File: src/rtl/dma_csr.sv
// rtl/dma_csr.sv - DMA control/status register block with launch/track FSM
// CPU-visible SRC/DST/LEN/CTRL/STATUS/COUNT registers driving the DMA engine command inputs.
module dma_csr #(
  parameter int ADDR_W = 8,
  parameter int LEN_W  = 16
) (
  input  logic              clk,
  input  logic              reset,
  input  logic              bus_req,
  input  logic              bus_we,
  input  logic [ADDR_W-1:0] bus_addr,
  input  logic [31:0]       bus_wdata,
  output logic [31:0]       bus_rdata,
  output logic              bus_ready,
  output logic              bus_err,
  output logic              dma_start,
  output logic [31:0]       dma_src_addr,
  output logic [31:0]       dma_dst_addr,
  output logic [LEN_W-1:0]  dma_word_length,
  input  logic              dma_busy,
  input  logic              dma_done,
  output logic              irq
);

  localparam logic [1:0] S_IDLE   = 2'd0;
  localparam logic [1:0] S_LAUNCH = 2'd1;
  localparam logic [1:0] S_RUN    = 2'd2;

  localparam int WSEL_W = ADDR_W - 2;
  localparam logic [WSEL_W-1:0] R_SRC    = WSEL_W'(0);
  localparam logic [WSEL_W-1:0] R_DST    = WSEL_W'(1);
  localparam logic [WSEL_W-1:0] R_LEN    = WSEL_W'(2);
  localparam logic [WSEL_W-1:0] R_CTRL   = WSEL_W'(3);
  localparam logic [WSEL_W-1:0] R_STATUS = WSEL_W'(4);
  localparam logic [WSEL_W-1:0] R_COUNT  = WSEL_W'(5);

  logic [1:0]        state;
  logic [1:0]        state_nx;
  logic [31:0]       src_q;
  logic [31:0]       dst_q;
  logic [LEN_W-1:0]  len_q;
  logic [LEN_W-1:0]  count_q;
  logic              irq_en_q;
  logic              done_q;
  logic              err_q;

  logic [WSEL_W-1:0] wsel;
  logic              access;
  logic              wr;
  logic              busy;
  logic              mapped;
  logic              cfg_sel;
  logic              start_req;
  logic              launch;
  logic              start_err;
  logic              cfg_block;
  logic              set_err;
  logic              set_done;
  logic              clr_done;
  logic              clr_err;
  logic [31:0]       rd_val;
  logic              unused_ok;

  // A request seen while bus_ready is high is the tail of an access already served.
  assign wsel      = bus_addr[ADDR_W-1:2];
  assign access    = bus_req & ~bus_ready;
  assign wr        = access & bus_we;
  assign busy      = (state != S_IDLE);
  assign mapped    = (wsel <= R_COUNT);
  assign cfg_sel   = (wsel == R_SRC) | (wsel == R_DST) | (wsel == R_LEN);

  assign start_req = wr & (wsel == R_CTRL) & bus_wdata[0];
  assign launch    = start_req & ~busy & (len_q != '0);
  assign start_err = start_req & ~launch;
  assign cfg_block = wr & cfg_sel & busy;
  assign set_err   = start_err | cfg_block;
  assign set_done  = (state == S_RUN) & dma_done;
  assign clr_done  = wr & (wsel == R_STATUS) & bus_wdata[1];
  assign clr_err   = wr & (wsel == R_STATUS) & bus_wdata[2];

  assign irq             = irq_en_q & (done_q | err_q);
  assign dma_src_addr    = src_q;
  assign dma_dst_addr    = dst_q;
  assign dma_word_length = len_q;

  // Engine busy is informational only; address byte lanes are not decoded.
  assign unused_ok = ^{dma_busy, bus_addr[1:0]};

  always_comb begin
    rd_val = '0;
    case (wsel)
      R_SRC:    rd_val = src_q;
      R_DST:    rd_val = dst_q;
      R_LEN:    rd_val = 32'(len_q);
      R_CTRL:   rd_val = {30'd0, irq_en_q, 1'b0};
      R_STATUS: rd_val = {29'd0, err_q, done_q, busy};
      R_COUNT:  rd_val = 32'(count_q);
      default:  rd_val = '0;
    endcase
  end

  always_comb begin
    state_nx = state;
    case (state)
      S_IDLE:   if (launch) state_nx = S_LAUNCH;
      S_LAUNCH: state_nx = S_RUN;
      S_RUN:    if (dma_done) state_nx = S_IDLE;
      default:  state_nx = S_IDLE;
    endcase
  end

  always_ff @(posedge clk or posedge reset) begin
    if (reset) begin
      bus_ready <= 1'b0;
      bus_err   <= 1'b0;
      bus_rdata <= '0;
    end else begin
      bus_ready <= access;
      bus_err   <= access & (~mapped | set_err);
      bus_rdata <= (access & ~bus_we) ? rd_val : '0;
    end
  end

  always_ff @(posedge clk or posedge reset) begin
    if (reset) begin
      src_q    <= '0;
      dst_q    <= '0;
      len_q    <= '0;
      irq_en_q <= 1'b0;
    end else begin
      if (wr & ~busy) begin
        case (wsel)
          R_SRC:   src_q <= bus_wdata;
          R_DST:   dst_q <= bus_wdata;
          R_LEN:   len_q <= bus_wdata[LEN_W-1:0];
          default: ;
        endcase
      end
      if (wr & (wsel == R_CTRL)) irq_en_q <= bus_wdata[1];
    end
  end

  // Set terms are OR-ed after the clear so a coincident set always survives.
  always_ff @(posedge clk or posedge reset) begin
    if (reset) begin
      state     <= S_IDLE;
      dma_start <= 1'b0;
      done_q    <= 1'b0;
      err_q     <= 1'b0;
      count_q   <= '0;
    end else begin
      state     <= state_nx;
      dma_start <= (state == S_LAUNCH);
      done_q    <= set_done | (done_q & ~clr_done);
      err_q     <= set_err | (err_q & ~clr_err);
      if (set_done) count_q <= count_q + LEN_W'(1);
    end
  end

endmodule
File: config.mk
export PLATFORM = sky130hd
export DESIGN_NAME = dma_csr
export DESIGN_NICKNAME = d
export VERILOG_FILES = /design/src/rtl/dma_csr.sv
export SDC_FILE = /design/constraint.sdc
export NUM_CORES = 1
export LEC_CHECK = 0
export BUFFER_PORTS_ARGS = -buffer_cell sky130_fd_sc_hd__buf_2
export CELL_PAD_IN_SITES_DETAIL_PLACEMENT = 1
export CELL_PAD_IN_SITES_GLOBAL_PLACEMENT = 2
export CORE_MARGIN = 5
export CORE_UTILIZATION = 37
export DETAILED_ROUTE_END_ITERATION = 8
export PLACE_DENSITY = 0.87
export SLEW_MARGIN = 10
export SYNTH_ARGS = -nofsm -noshare
export SYNTH_HDL_FRONTEND = slang
export SYNTH_SLANG_ARGS = --single-unit
File: constraint.sdc
create_clock -name clk -period 7.95 [get_ports clk]
set_input_delay 0.795 -clock clk [delete_from_list [all_inputs] [get_ports clk]]
set_output_delay 0.795 -clock clk [all_outputs]
set_load 0.005 [all_outputs]
==> results summary, run 1 <==
The average vias per placed instance is 5.36. The signal on the critical path passes through buf_2 > or4_1 > nor3_4 > buf_4 > nand2_2 > mux2_1. TritonCTS created 17 clock buffers. The later pin in the worst-skew pair is clocked with a latency of 420 ps. The cell class contributing the biggest share of worst-path delay is simple AND/OR/NAND/NOR gates. The initial standard-cell utilization of the core came out at 38.1%. The summed area of non-filler cells in the final layout came out at 7130 um2.

The synthesized design contains 136 register bits. The number of buffers between clock root and the deepest sink came out at 2. Summed over all layers, the global routing overflow is 0. The average detailed-routed wire length per instance came out at 21.4 um. The first routing iteration left 228 violations. The post-route DRC violation count is 0. The number of flops mapped to enable cells by yosys is 0. The worst reg2reg path startpoint is bus_ready.

The flip-flop cell with the highest count after synthesis is sky130_fd_sc_hd__dfrtp_1. The area fraction of the dominant cell type after synthesis is 61.0%. The die covers 17600 um2.

Across the VDD grid, the largest voltage drop is 0.000160 V. The portion of the post-synthesis area used by sequential elements came out at 61.0%. The maximum number of pins on one net before global-route repair came out at 86.

In this run the mean area of a mapped cell was 13.5 um2. The period utilization is 40.0%. The I/O pin count is 162.

The wire length of the first global-routing pass came out at 26800 um. The worst register-to-register path ends at dma_dst_addr[9]. Counting instances in the post-synthesis netlist gives the leading cell types as sky130_fd_sc_hd__dfrtp_1 (136), sky130_fd_sc_hd__mux2_1 (70), sky130_fd_sc_hd__a22oi_1 (46). The nature of the critical path endpoint is a flop. The unique cell type count in the Yosys netlist came out at 42.

TritonCTS built the clock tree. The number of clock sinks came out at 136. The worst-case headroom to the max-slew limit came out at 29.1%. The clock root buffer is sky130_fd_sc_hd__clkbuf_16. The critical path is of the primary input to flop type. The floorplan has 44 rows. The global-route total usage across every layer came out at 19.4%. The count of nets after finishing is 620. Setup repair after global routing left no endpoint under its margin. The number of I/O port buffers came out at 158. Clock skew on the completed layout was measured at 12.0 ps. The yosys synthesis warning count is 0. The area growth from synthesis to layout is 27.7%. For the pin with the worst max-slew slack, the measured transition is 1060 ps. By area the synthesized netlist is led by sky130_fd_sc_hd__dfrtp_1 (61%), sky130_fd_sc_hd__mux2_1 (14%), sky130_fd_sc_hd__a22oi_1 (6.2%), sky130_fd_sc_hd__mux2_4 (2.7%), sky130_fd_sc_hd__xnor2_1 (1.6%). Across all register-to-register paths, the minimum setup slack is 5630 ps.

Summed over all instances, the cell type with the most area after synthesis is sky130_fd_sc_hd__dfrtp_1. The via count came out at 4130. The netlist area before placement came out at 5580 um2. The horizontal die dimension is 133 um. The class of the worst hold path is primary input to async pin. The final hold slack came out at 412 ps.

The via count of the first global-routing pass is 4649. The remaining antenna violation count after routing came out at 0. The max-slew violation total from the final report is 0. After clock tree synthesis, the clock-pin slew on the worst setup and hold paths is 50 ps.

The number of levels the H-tree was split into came out at 4. Dividing total power by cell area gives a power density of 226 nW/um2. The nature of the critical path startpoint is a primary input. For this design, the CTS-stage hold fixing added 0 buffers. The data required time at the worst endpoint came out at 8240 ps. In this run the worst path has a maximum fanout of 32. Summed over all failing endpoints, the final setup total negative slack is 0 ps.

The number of failing hold endpoints at the final stage is 0. The non-filler instance count after layout came out at 770. The post-route netlist has 36.4% of its cells at a drive strength greater than 1. The cell at the slowest stage of the critical path is sky130_fd_sc_hd__or4_1. The number of instances in the synthesized netlist is 412. The buffer count from post-CTS setup fixing came out at 0. The leakage power is 3.85 nW.

The largest single stage delay on the critical path is 710 ps. The total core area came out at 14600 um2. The run finished with clean final reports.

The die is 133 um tall. The number of placed instances, taps included is 738. The count of final setup violators came out at 0.

After clock tree synthesis, the repair step resized 0 gates. The post-synthesis async set-or-reset flop share is 100%. Routability-driven placement finished with a final weighted congestion of 0.807. The highest attainable clock frequency came out at 0.315 GHz. The tool flagged a number of max-cap violations equal to 0. The data arrival at the endpoint of the critical path came out at 3470 ps.

The post-detailed-routing wire length came out at 16500 um. The initial antenna violation count came out at 1. The area after detailed placement is 6560 um2.

The count of cells along the worst register-to-register path came out at 4. The synthesized netlist net count came out at 459. The routed design could run at a clock period as short as 3180 ps. The critical path contains buffers and inverters numbering 2 combined. The most frequently used cell type in the post-synthesis netlist is sky130_fd_sc_hd__dfrtp_1. The first detailed-routing pass took 4 iterations.

The detailed-placement wirelength estimate came out at 11100 um.
==> worst max-delay path by stage <==
stage	startpoint	to	slack, ps	cells past startpoint
floorplan	reset	bus_err	3520	1
global placement	bus_addr[4]	dma_src_addr[13]	4360	6
detailed placement	bus_addr[4]	dma_src_addr[0]	4310	6
CTS	bus_addr[4]	dma_src_addr[0]	4750	6
global route	bus_addr[4]	dma_src_addr[0]	4660	6
finish	bus_addr[4]	dma_src_addr[18]	4770	6
==> stage by stage <==
step	utilization (%)	power [mW]	setup WS (ps)
after CTS	48.7	1.63	4750
after detailed placement	44.8	0.865	4310
final	48.7	1.61	4770
after global placement	44.8	0.858	4360
after global routing	48.7	1.67	4660
after floorplan	-	0.799	3520
==> layout by cell type (no fill, tap or decap), drive strengths merged, types with 7 or more instances in the layout <==
cell	synthesis	routed
clkbuf	7	24
nand2	13	13
mux2	81	81
a21oi	17	17
nor2	22	22
buf	14	163
nand3	12	12
xnor2	10	10
dfrtp	136	136
inv	7	7
a22oi	46	46
==> power breakdown <==
group / switching (mW) / internal, mW
combinational: 0.0567 / 0.0491
clock: 0.284 / 0.476
sequential: 0.0246 / 0.720
==> final cells by class <==
| class | count | area, um2 |
|---|---|---|
| clock inverter | 7 | 95.1 |
| sequential | 136 | 3400 |
| tap | 184 | 230 |
| clock buffer | 24 | 472 |
| timing repair buffer | 163 | 828 |
| inverter | 7 | 31.3 |
| multi-input combinational | 248 | 2070 |
| fill | 1578 | 7510 |
| antenna | 1 | 2.50 |
==> cell families (layout without fill, tap and decap cells) <==
group	Yosys count	count (layout)	synth area share [%]
xor gates and xnor gates	15	15	2.35
buffers and inverters	28	201	2.20
adders and majority gates	1	1	0.224
AOI/OAI and AO/OA	71	71	8.77
other	0	1	0
and+or+nand+nor	79	79	8.07
DFF	136	136	61.0
muxes	82	82	17.4
==> registers in the layout (all words and copies together), names as in the netlist <==
signal,cells
bus_err,1
bus_rdata,32
bus_ready,1
count_q,16
dma_dst_addr,32
dma_src_addr,32
dma_start,1
dma_word_length,16
done_q,1
err_q,1
irq_en_q,1
state,2
==> metal layers <==
| layer | wire length (um) | global-route usage, % |
|---|---|---|
| met5 | 0 | 0 |
| met4 | 334 | 7.62 |
| met3 | 835 | 4.67 |
| met2 | 8440 | 32.8 |
| met1 | 6880 | 24.1 |
Power figures use the tool's default switching activity.
==> run 2, diff against run 1 <==
CORE_UTILIZATION = 31   (was 37)
PLACE_DENSITY = 0.78   (was 0.87)
clock period = 2.7 ns   (was 7.95 ns; I/O delays follow)
==> run 2 against run 1 <==
The run now ends with negative hold slack left. Sequential power grew to 2.9 times the previous value. Wire length is 2.9% higher. Via count is 0.29% lower. Global-route usage is 2.6 points lower.
==> results summary, run 2 (same netlist as run 1, synthesis figures left out) <==
The number of levels the H-tree was split into is 4 (unchanged). In the layout the commonest cells are sky130_fd_sc_hd__buf_2 (158), sky130_fd_sc_hd__dfrtp_1 (136), sky130_fd_sc_hd__mux2_1 (70). The count of hold buffers inserted by post-cts repair came out at 0 (unchanged). The startpoint identified for the worst register-to-register timing path is dma_word_length[11]. The tightest min-delay check is of the primary input to async pin type. The post-route worst setup slack is 632 ps (-4140 ps).

The post-route DRC violation count is 0 (unchanged). The horizontal die dimension came out at 144 um (+8.6%). The cell row count is 49 (+11%). The worst-path maximum fanout came out at 4 (-88%). The via count is 4118 (-0.29%).

The area after detailed placement came to 6690 um2 (+1.9%). The nature of the critical path endpoint is a flop. Setup repair after global routing left no endpoint under its margin. The final hold slack was -29.2 ps (-441 ps). The shortest clock period the worst path allows after layout came out at 2070 ps. The wire length of the first global-routing pass came out at 26600 um (-0.90%). The post-detailed-routing wire length is 17000 um (+2.9%). The number of buffers between clock root and the deepest sink came out at 2 (unchanged). The nature of the critical path startpoint is a flop.

The floorplan die height is 144 um (+8.6%). The checks that failed: negative hold slack. The leakage power is 3.86 nW (+0.34%). The total core area is 17800 um2 (+22%). The post-route clock skew came out at 7.59 ps (-4.42 ps).

The clock transition time at the flip-flop clock pins of the worst setup and hold paths came out at 60 ps (about the same). The capturing point of the worst reg2reg path is bus_err. The detailed-placement wirelength estimate is 11700 um (+5.8%). The cell sitting at the root of the clock tree is a sky130_fd_sc_hd__clkbuf_16. The buffer count from post-CTS setup fixing came to 0 (unchanged).

The library cell used most frequently in the layout, excluding fill and tap cells, is sky130_fd_sc_hd__buf_2. The total inserted antenna cells is 0 (-1). The global-route total usage across every layer came out at 16.8% (-2.6 points). The count of instances resized after the clock tree is built came to 0 (unchanged). The count of nets after finishing is 626 (+0.97%). The share of final-layout standard cells stronger than drive strength 1 came out at 37.7% (+1.3 points).

The post-placement worst setup slack is 388 ps (-3920 ps). The count of final setup violators is 0 (unchanged). The clock buffer count from CTS is 17 (unchanged). The first-pass iteration count of the detailed router is 4 (unchanged). The number of violations of the max-capacitance limit is 0 (unchanged). The final setup TNS came out at 0 ps (unchanged). The via count of the first global-routing pass came out at 4599 (-1.1%). The summed area of non-filler cells in the final layout is 7230 um2 (+1.4%). The maximum number of pins on one net before global-route repair came out at 137 (+59%). The initial antenna violation count was 1 (unchanged). The worst-case headroom to the max-slew limit is 42.9% (+14 points). The initial standard-cell utilization of the core is 31.3% (-6.8 points). The highest attainable clock frequency is 0.484 GHz. The number of failing hold endpoints at the final stage came out at 3 (+3).

The critical path is of the flop to flop type. The count of cells along the worst register-to-register path is 4 (unchanged). The power per unit of standard cell area is 641 nW/um2 (+180%). The area overhead of the layout relative to synthesis is 29.5%. The I/O pin count is 162 (unchanged). The average vias per placed instance is 5.02 (-6.5%). The number of I/O port buffers came out at 158 (unchanged). The run finished, with violations left. The post-route core utilization came to 40.5% (-8.2 points). The number of clock sinks is 136 (unchanged). The slew of the pin with the lowest slew margin was 849 ps (-215 ps). The final weighted congestion in routability-driven placement is 0.739 (-8.5%). The remaining antenna violation count after routing is 0 (unchanged). TritonCTS built the clock tree. The period utilization is 76.6%. The area of the die is 20800 um2 (+18%). The number of design-rule violations left by the first detailed-router iteration came out at 182 (-20%). The data arrival at the endpoint of the critical path came out at 2400 ps (-1070 ps).

The average detailed-routed wire length per instance is 20.7 um (-3.5%). The overall overflow remaining after global route came to 0 (unchanged). The minimum setup slack among reg-to-reg paths came to 630 ps (-5000 ps). The source-to-sink clock delay at the later pin of the worst-skew pair was 420 ps (about the same). The maximum resistive drop on vdd came out at 0.000418 V (+160%). The data required time at the worst endpoint is 3030 ps (-5210 ps). The max-slew violation total from the final report came out at 0 (unchanged).
-- run 2: worst max path at each step --
stage,start,to,slack [ps],cells after the start
6_report,dma_word_length[11],bus_err,630,4
5_1_grt,state[0],count_q[15],470,4
4_1_cts,dma_word_length[11],bus_err,560,4
3_5_place_dp,bus_addr[4],dma_src_addr[31],390,6
3_3_place_gp,bus_addr[4],dma_src_addr[26],420,6
2_1_floorplan,reset,bus_err,740,1
-- run 2: cell type report --
class                   instances  area [um2]
well taps                     229         287
flip-flops and latches        136        3400
fillers                      1891       10600
inverters                       7        30.0
repair buffers                169         898
clock buffers                  20         447
multi-input cells             248        2070
clock inverters                12        96.3
-- run 2: layer usage --
layer	up-vias	part of all wire (%)	global-route usage [%]
met1	2143	41	20.4
met3	16	7.0	5.79
li1	1833	-	-
met2	124	51	28.4
met5	-	0.077	0
met4	2	1.3	5.01
-- run 2: metrics by stage --
stage | instances | power, mW
6_report | 821 | 4.63
5_1_grt | 821 | 4.83
3_3_place_gp | 789 | 2.54
2_1_floorplan | 412 | 2.35
4_1_cts | 821 | 4.70
3_5_place_dp | 789 | 2.55
-- run 2: critical path: stages, from the launching register on --
cell,delay [ps]
sky130_fd_sc_hd__dfrtp_1,410
sky130_fd_sc_hd__or4_1,620
sky130_fd_sc_hd__o41ai_1,590
sky130_fd_sc_hd__nand3_1,200
sky130_fd_sc_hd__o211ai_1,150
-- run 2: power breakdown --
group | internal (mW) | total [mW] | switching, mW
Clock | 1.21 | 2.12 | 0.916
Sequential | 2.12 | 2.19 | 0.0723
Combinational | 0.147 | 0.317 | 0.169
==> run 3, diff against run 2 <==
clock period = 1.71 ns   (was 2.7 ns; I/O delays follow)
==> run 3 against run 2 <==
The run ends with negative setup slack left. Count of clock-buffer cells in the layout increased by 3. Flip-flop and latch count unchanged. Register-to-register slack got worse by 720 ps. Cell count increased by 7.8%. Sequential share of layout area decreased by 5.9 points. Core utilization increased by 5.8 points. Sequential power increased by 58%. Worst setup slack got worse by 720 ps. Non-clock buffer count increased by 65. Critical path depth unchanged.
==> results summary, run 3 (same netlist as run 1, synthesis figures left out) <==
In this run the clock root is driven by a sky130_fd_sc_hd__clkbuf_16. The detailed-placement wirelength estimate is 12600 um (+7.9%). The library cells used most frequently in the layout, excluding fill and tap cells, are sky130_fd_sc_hd__buf_2 (158), sky130_fd_sc_hd__dfrtp_1 (136), sky130_fd_sc_hd__mux2_4 (75). The via count is 4437 (+7.7%). The capturing point of the worst reg2reg path is state[0]. The maximum number of pins on one net before global-route repair came to 51 (-63%). The number of failing hold endpoints at the final stage is 0 (-3).

The initial antenna violation count came out at 0 (-1). The largest stage delay on the critical path came out at 570 ps (-50 ps). The post-route worst setup slack is -86.7 ps (-719 ps). The period utilization came out at 105% (+28 points). The total buffers and inverters traversed by the critical path came out at 1 (+1). The checks that failed: negative setup slack. The max-slew violation total from the final report is 0 (unchanged). The clock buffer count from CTS was 17 (unchanged). The maximum resistive drop on vdd is 0.000715 V (+71%).

The worst hold path terminates at dma_dst_addr[24]. The number of design-rule violations left by the first detailed-router iteration is 175 (-3.8%). The source-to-sink clock delay at the later pin of the worst-skew pair was 420 ps (about the same). The total inserted antenna cells is 0 (unchanged). The horizontal die dimension came out at 144 um (unchanged). The area of the die came out at 20800 um2 (unchanged). The total core area came out at 17800 um2 (unchanged). The wire length of the first global-routing pass came out at 28700 um (+8.1%). The power per unit of standard cell area came out at 905 nW/um2 (+41%). The global-route total usage across every layer is 18.1% (+1.3 points).

The power consumption is 7.48 mW (+61%). The I/O pin count came to 162 (unchanged). The post-detailed-routing wire length came out at 18900 um (+11%). The average vias per placed instance is 5.01 (about the same).

The count of final setup violators is 4 (+4). In this run the critical register-to-register path is launched from dma_word_length[8]. The signal on the critical path passes through or4_4 > o41ai_4 > buf_4 > and3b_1. The data arrival at the endpoint of the critical path is 2100 ps (-300 ps).

The clock transition time at the flip-flop clock pins of the worst setup and hold paths was 60 ps (about the same). The via count of the first global-routing pass came out at 4986 (+8.4%). The slew of the pin with the lowest slew margin came out at 537 ps (-313 ps). The number of violations of the max-capacitance limit came out at 0 (unchanged). The shortest clock period the worst path allows after layout was 1800 ps (-271 ps). The flow ran to the end, but the final reports show violations. The data required time at the worst endpoint is 2010 ps (-1020 ps). The first-pass iteration count of the detailed router came to 4 (unchanged).

The cell row count came out at 49 (unchanged). The minimum setup slack among reg-to-reg paths came out at -90 ps (-720 ps). The post-route DRC violation count came out at 0 (unchanged).

Setup repair after global routing could not meet its margin everywhere. The worst-case headroom to the max-slew limit is 64.2% (+21 points). The remaining antenna violation count after routing is 0 (unchanged). The number of placed instances, taps included was 819 (+3.8%).

The number of buffers between clock root and the deepest sink came out at 2 (unchanged). The non-filler instance count after layout is 885 (+7.8%). Compared with the post-synthesis result, the final layout area differs by 48.0%.

The worst-path maximum fanout was 2 (-2). The number of clock sinks is 136 (unchanged). The overall overflow remaining after global route is 0 (unchanged). The initial standard-cell utilization of the core came out at 31.3% (unchanged). The count of cells along the worst register-to-register path is 4 (unchanged).

The number of I/O port buffers is 158 (unchanged). The number of levels the H-tree was split into came out at 4 (unchanged). The kind of critical path is flop to flop. Counting instances, the worst hold path has a depth of 2. The cell class contributing the biggest share of worst-path delay is simple AND/OR/NAND/NOR gates.

The cell at the slowest stage of the critical path is sky130_fd_sc_hd__or4_4. The class of the worst hold path is primary input to flop. The leakage power came out at 4.43 nW (+15%). The final weighted congestion in routability-driven placement came out at 0.854 (+16%). The nature of the critical path startpoint is a flop. Leaving out fill and tap cells, the most frequent cell in the layout is sky130_fd_sc_hd__buf_2.

The count of nets after finishing came out at 692 (+11%). The share of final-layout standard cells stronger than drive strength 1 is 51.7% (+14 points). The highest attainable clock frequency is 0.557 GHz (+15%). The floorplan die height came to 144 um (unchanged). The post-route clock skew is 9.11 ps (+1.52 ps). The average detailed-routed wire length per instance came out at 21.3 um (+3.1%). The worst setup path is captured at a flop. In this run the most critical hold path is launched from bus_wdata[24]. TritonCTS built the clock tree.
## run 3: changes by cell type in the layout (fill, tap and decap cells not counted), moves of 3 or more
cell,previous run,this run
sky130_fd_sc_hd__dlygate4sd3_1,0,21
sky130_fd_sc_hd__mux2_4,10,75
sky130_fd_sc_hd__or4_1,5,2
sky130_fd_sc_hd__or4_4,0,3
sky130_fd_sc_hd__mux2_1,70,5
sky130_fd_sc_hd__buf_6,0,5
sky130_fd_sc_hd__buf_4,9,39
sky130_fd_sc_hd__buf_12,2,6
sky130_fd_sc_hd__nand2_8,0,4
sky130_fd_sc_hd__clkinvlp_4,5,2
## run 3: where the power goes
| part | switching (mW) | total, mW | internal (mW) |
|---|---|---|---|
| registers | 0.108 | 3.46 | 3.35 |
| clock network | 1.34 | 3.25 | 1.91 |
| logic | 0.341 | 0.774 | 0.434 |
| total | 1.79 | 7.48 | 5.69 |
## run 3: timing repair
action,in CTS,in global routing
pin swaps,5,6
resized for setup,28,22
hold endpoints to repair,51,0
cloned,2,4
endpoints found under the setup margin,79,86
setup buffers,5,5
hold buffers,21,0
## run 3: worst max path at each step
stage / startpoint / endpoint / cells after the start
floorplan: reset / bus_err / 1
global placement: dma_word_length[11] / bus_err / 5
detailed placement: bus_addr[4] / dma_word_length[11] / 5
CTS: dma_word_length[10] / state[0] / 4
global route: dma_word_length[8] / state[0] / 4
finish: dma_word_length[8] / state[0] / 4
## run 3: through the flow
| step | utilization, % | hold WS (ps) | setup TNS, ps | instance area [um2] | setup slack, ps |
|---|---|---|---|---|---|
| floorplan | - | 244 | -25030 | 5810 | -154 |
| global placement | 39.9 | 225 | -11390 | 7120 | -248 |
| detailed placement | 39.9 | 222 | -16830 | 7120 | -267 |
| CTS | 45.2 | 1.90 | -2350 | 8060 | -85.5 |
| global route | 46.3 | 0.894 | -1030 | 8260 | -111 |
| finish | 46.3 | 18.0 | -176 | 8260 | -86.7 |
## run 3: metal layers
| layer | wire [um] | track usage, % | vias to the layer above |
|---|---|---|---|
| met5 | 0 | 0 | - |
| met4 | 288 | 4.61 | 0 |
| met3 | 1260 | 5.92 | 21 |
| met2 | 9710 | 32.1 | 138 |
| met1 | 7600 | 21.3 | 2310 |
| li1 | - | - | 1968 |
## run 3: cell type report
| type | instances | area (um2) |
|---|---|---|
| Fill cell | 1879 | 9580 |
| Sequential cell | 136 | 3400 |
| Multi-Input combinational cell | 249 | 2430 |
| Timing Repair Buffer | 234 | 1590 |
| Clock buffer | 23 | 468 |
| Tap cell | 229 | 287 |
| Clock inverter | 7 | 48.8 |
| Inverter | 7 | 30.0 |
## run 3: worst register-to-register path: cells and delay by family, from the launching register on
family / cells / cell delay [ps]
compound gates: 1 / 380
buf+inv: 1 / 180
flops: 1 / 390
simple gates: 2 / 730
